===== config.mk =====
export PLATFORM = sky130hd
export DESIGN_NAME = nes_button_debouncer
export DESIGN_NICKNAME = d
export VERILOG_FILES = /design/src/rtl/nes_button_debouncer.sv
export SDC_FILE = /design/constraint.sdc
export NUM_CORES = 1
export LEC_CHECK = 0
export CORE_MARGIN = 2
export CORE_UTILIZATION = 55
export CTS_BUF_LIST = sky130_fd_sc_hd__clkbuf_2 sky130_fd_sc_hd__clkbuf_4 sky130_fd_sc_hd__clkbuf_8
export CTS_CLUSTER_SIZE = 30
export DETAILED_ROUTE_END_ITERATION = 6
export GPL_ROUTABILITY_DRIVEN = 0
export GPL_TIMING_DRIVEN = 0
export PLACE_DENSITY = 0.84
export SLEW_MARGIN = 25
export SYNTH_ARGS = -nofsm -noshare
export SYNTH_HDL_FRONTEND = slang
export SYNTH_SLANG_ARGS = --single-unit

===== constraint.sdc =====
create_clock -name clk -period 3.19 [get_ports clk]
set_input_delay 0.4785 -clock clk [delete_from_list [all_inputs] [get_ports clk]]
set_output_delay 0.4785 -clock clk [all_outputs]
set_load 0.02 [all_outputs]

===== src/rtl/nes_button_debouncer.sv =====
// Conditions raw NES button-board pins into synchronized, debounced levels,
// with one-cycle press/release strobes and a combined change flag.
module nes_button_debouncer #(
  parameter int NUM_BUTTONS   = 8,
  parameter int CNT_WIDTH     = 16,
  parameter int STABLE_COUNT  = 50000,
  parameter bit ACTIVE_LOW_IN = 1'b1
) (
  input  logic                   clk,
  input  logic                   reset,
  input  logic [NUM_BUTTONS-1:0] btn_raw,
  output logic [NUM_BUTTONS-1:0] btn_state,
  output logic [NUM_BUTTONS-1:0] btn_press,
  output logic [NUM_BUTTONS-1:0] btn_release,
  output logic                   any_change
);

  localparam logic [NUM_BUTTONS-1:0] POL_MASK = ACTIVE_LOW_IN ? '1 : '0;
  localparam logic [CNT_WIDTH-1:0]   CNT_MAX  = CNT_WIDTH'(STABLE_COUNT - 1);
  localparam logic [CNT_WIDTH-1:0]   CNT_ONE  = CNT_WIDTH'(1);

  logic [NUM_BUTTONS-1:0] in_n;
  logic [NUM_BUTTONS-1:0] s1;
  logic [NUM_BUTTONS-1:0] s2;
  logic [NUM_BUTTONS-1:0] state_nxt;
  logic [CNT_WIDTH-1:0]   cnt     [NUM_BUTTONS];
  logic [CNT_WIDTH-1:0]   cnt_nxt [NUM_BUTTONS];

  assign in_n = btn_raw ^ POL_MASK;

  // A channel only advances while s2 disagrees with the accepted level;
  // any agreement (including a bounce back) restarts the run from zero.
  always_comb begin
    state_nxt = btn_state;
    for (int i = 0; i < NUM_BUTTONS; i++) begin
      cnt_nxt[i] = cnt[i];
      if (s2[i] == btn_state[i]) begin
        cnt_nxt[i] = '0;
      end else if (cnt[i] == CNT_MAX) begin
        cnt_nxt[i]   = '0;
        state_nxt[i] = s2[i];
      end else begin
        cnt_nxt[i] = cnt[i] + CNT_ONE;
      end
    end
  end

  always_ff @(posedge clk or negedge reset) begin
    if (!reset) begin
      s1          <= '0;
      s2          <= '0;
      btn_state   <= '0;
      btn_press   <= '0;
      btn_release <= '0;
      any_change  <= 1'b0;
      for (int i = 0; i < NUM_BUTTONS; i++) begin
        cnt[i] <= '0;
      end
    end else begin
      s1          <= in_n;
      s2          <= s1;
      btn_state   <= state_nxt;
      btn_press   <= state_nxt & ~btn_state;
      btn_release <= ~state_nxt & btn_state;
      any_change  <= |(state_nxt ^ btn_state);
      for (int i = 0; i < NUM_BUTTONS; i++) begin
        cnt[i] <= cnt_nxt[i];
      end
    end
  end

endmodule


==> metrics <==
Total Routing Usage GR=20.3%; minimum clock period=2.45 ns; Worst Path Max Fanout=3; number of global-route vias before repair=between 5000 and 6000; WHS Path Cells=0; Final Hold Viols=0; met1 Use GR=28.1%; Design Area, Final=8770 um^2; share of cells above drive strength 1=approximately 7%; worst reg-to-reg path cell count=7; CTS Buf Count=17; hold_sp=s1[5]; Critical Path Slowest Stage Cell=dfrtp_1; Syn Area/Cell=10.5 um^2; Hold Crit Class=reg -> reg; Final Max Tran Viols=0; Via density=5.43; FF-to-FF Start=cnt[29]; Core Region=~14000 um^2; global route total overflow=0; CP required=3.54 ns; final HPWL from detailed placement=9.43 mm; Starting Density=a little under three fifths; Die Wd=123 um; Mapped Cells=736; die height=123 um; post-CTS setup buffer count=0; met3 Resource Use GR=5.39%; sequential-to-total area share from yosys stat=around 54%; worst-path cell chain=nor4_2 > nand3_2 > nor4_2 > mux2_2 > ha_1 > nand4_1 > or2_2; routed wire length=about 14 mm; Rel. slew slack=63.8%; P_leak=3.66 nW; drt drc=0; DP Area=about 8400 um^2; CTS clk-pin slew, worst paths=roughly 0.080 ns; TritonCTS Sinks=169; outcome=finished, final reports clean; antenna cells=0; Most Frequent Cell on Critical Path=nor4_2; fillcell total=1071; io pins=35; CP delay by family, top=simple AND/OR/NAND/NOR gates; Main synth FF type=dfrtp_1; crit-path max cell delay=0.42 ns; # setup viols final=0; Clock Path Buffers=2; initial antenna violation count=0; worst clock skew=a little under 0.01 ns; top-count cell post-synth=dfrtp_1; Power Density=approximately 440 nW/um^2; WL/cell=about 14 um; Startpoint Class=flop; Final nets=825; Synth Net Count=770; worst hold slack=roughly 0.35 ns; Buf/Inv on CP=0; Synth area leader=dfrtp_1; Reg area=4230 um^2; vias=approximately 5300; # port buffers=34; Post-synth EDFFs=0; RSZ-0062 raised after global routing=false; YS warnings=0; Worst EP arrival=2.80 ns; total die area=15100 um^2; H-tree depth=4; clock root buffer master=clkbuf_8; count of cell types in the netlist=31; clock latency on the worst-skew pair=0.47 ns; Core Util, Final=63.4%; routing usage on met2=about 31%; CTS tree=done; maxcap violations=0; largest net degree at the start of global routing=97; hold endpoint=s2[5]; worst reg2reg setup slack=0.74 ns; Cell Area, Synth=between 7000 and 8000 um^2; Area contributors post-synth=dfrtp_1 54%, xnor2_1 8.9%, nor2_1 6.5%, xor2_1 3.9%, ha_1 3.9%; top cells by count, synth=169 x dfrtp_1, 134 x nor2_1, 79 x xnor2_1; share of Yosys cell area claimed by the top area cell type=54.5%; multi-input logic area=3320 um^2; first-pass GRT wire length=24.0 mm; FP Rows=43; FMAX=between 400 and 500 MHz; Worst Tran Pin Value=0.543 ns; busiest grt layer=met2; VDD IR max=0.000297 V; router iterations before antenna repair=5; Final Cycle Share=76.7%; Initial DRC Count=347; reg-to-reg critical path endpoint=any_change; Final Power=3.85 mW; Area Overhead vs Synth=13.0%; number of routed nets with antenna violations=0; #FFs+latches synth=~170; ys async rst share=100%; CP endpoint kind=flop; Setup CP Type=reg -> reg
flip-flops by register name (all words and copies together), names as in the netlist:
| signal | cells |
|---|---|
| any_change | 1 |
| s2 | 8 |
| cnt | 128 |
| btn_state | 8 |
| btn_press | 8 |
| s1 | 8 |
| btn_release | 8 |
how the worst max path moves through the flow:
stage	startpoint	endpoint	slack, ns	cells after the start
after floorplan	cnt[29]	any_change	0.93	7
after global placement	reset	btn_press[7]	-5.05	1
after detailed placement	cnt[29]	any_change	0.73	7
after CTS	cnt[29]	any_change	0.71	7
after global routing	cnt[28]	any_change	0.60	7
final	cnt[29]	any_change	0.74	7
placed cells by master (no fill, tap or decap), types with 20 or more instances in the layout:
| cell | count |
|---|---|
| inv_1 | 39 |
| nand2_1 | 35 |
| dfrtp_1 | 169 |
| xor2_1 | 35 |
| clkbuf_8 | 20 |
| nor3_1 | 23 |
| nor4_1 | 26 |
| ha_1 | 24 |
| nor2_1 | 134 |
| nand3_1 | 43 |
| xnor2_1 | 79 |
| clkdlybuf4s50_1 | 33 |
| nand4_1 | 42 |
final cells by class:
class	count	share of cell area [%]
inverters	39	1.67
plain buffers	12	0.742
flip-flops and latches	169	48.2
multi-input cells	516	37.9
clock buffers	21	3.22
repair buffers	36	4.37
clock inverters	10	1.33
well taps	180	2.57
per-stage QoR:
stage	setup WS, ns	TNS [ns]	instances
2_1_floorplan	0.934	0	736
3_3_place_gp	-5.05	-851.80	950
3_5_place_dp	0.730	0	951
4_1_cts	0.715	0	983
5_1_grt	0.598	0	983
6_report	0.742	0	983
cell families (layout without fill, tap and decap cells):
kind of cell | count (synthesis) | count (layout) | synth area share [%]
XOR/XNOR | 114 | 114 | 12.9
buffers and inverters | 51 | 118 | 2.72
AO/OA/AOI/OAI | 11 | 11 | 1.13
adder cells (fa/ha/maj) | 24 | 24 | 3.87
AND/OR/NAND/NOR | 358 | 358 | 23.6
flip-flops | 169 | 169 | 54.5
multiplexers | 9 | 9 | 1.29
metal layers:
| layer | wire, um | part of all wire [%] | up-vias |
|---|---|---|---|
| met2 | 6560 | 48 | 99 |
| met1 | 6400 | 47 | 2582 |
| met5 | 0 | 0 | - |
| li1 | - | - | 2640 |
| met3 | 498 | 3.6 | 21 |
| met4 | 205 | 1.5 | 0 |
power breakdown:
| group | total, mW | internal, mW | switching, mW |
|---|---|---|---|
| clock network | 1.52 | 0.764 | 0.751 |
| logic | 0.133 | 0.0468 | 0.0867 |
| registers | 2.21 | 2.18 | 0.0313 |
| total | 3.85 | 2.99 | 0.869 |
timing repair:
| item | in CTS | in global routing |
|---|---|---|
| endpoints found under the setup margin | 0 | 0 |
| hold endpoints to repair | 73 | 0 |
| hold buffers | 1 | 0 |
| gates resized for setup | 0 | 0 |
Power figures use the tool's default switching activity.
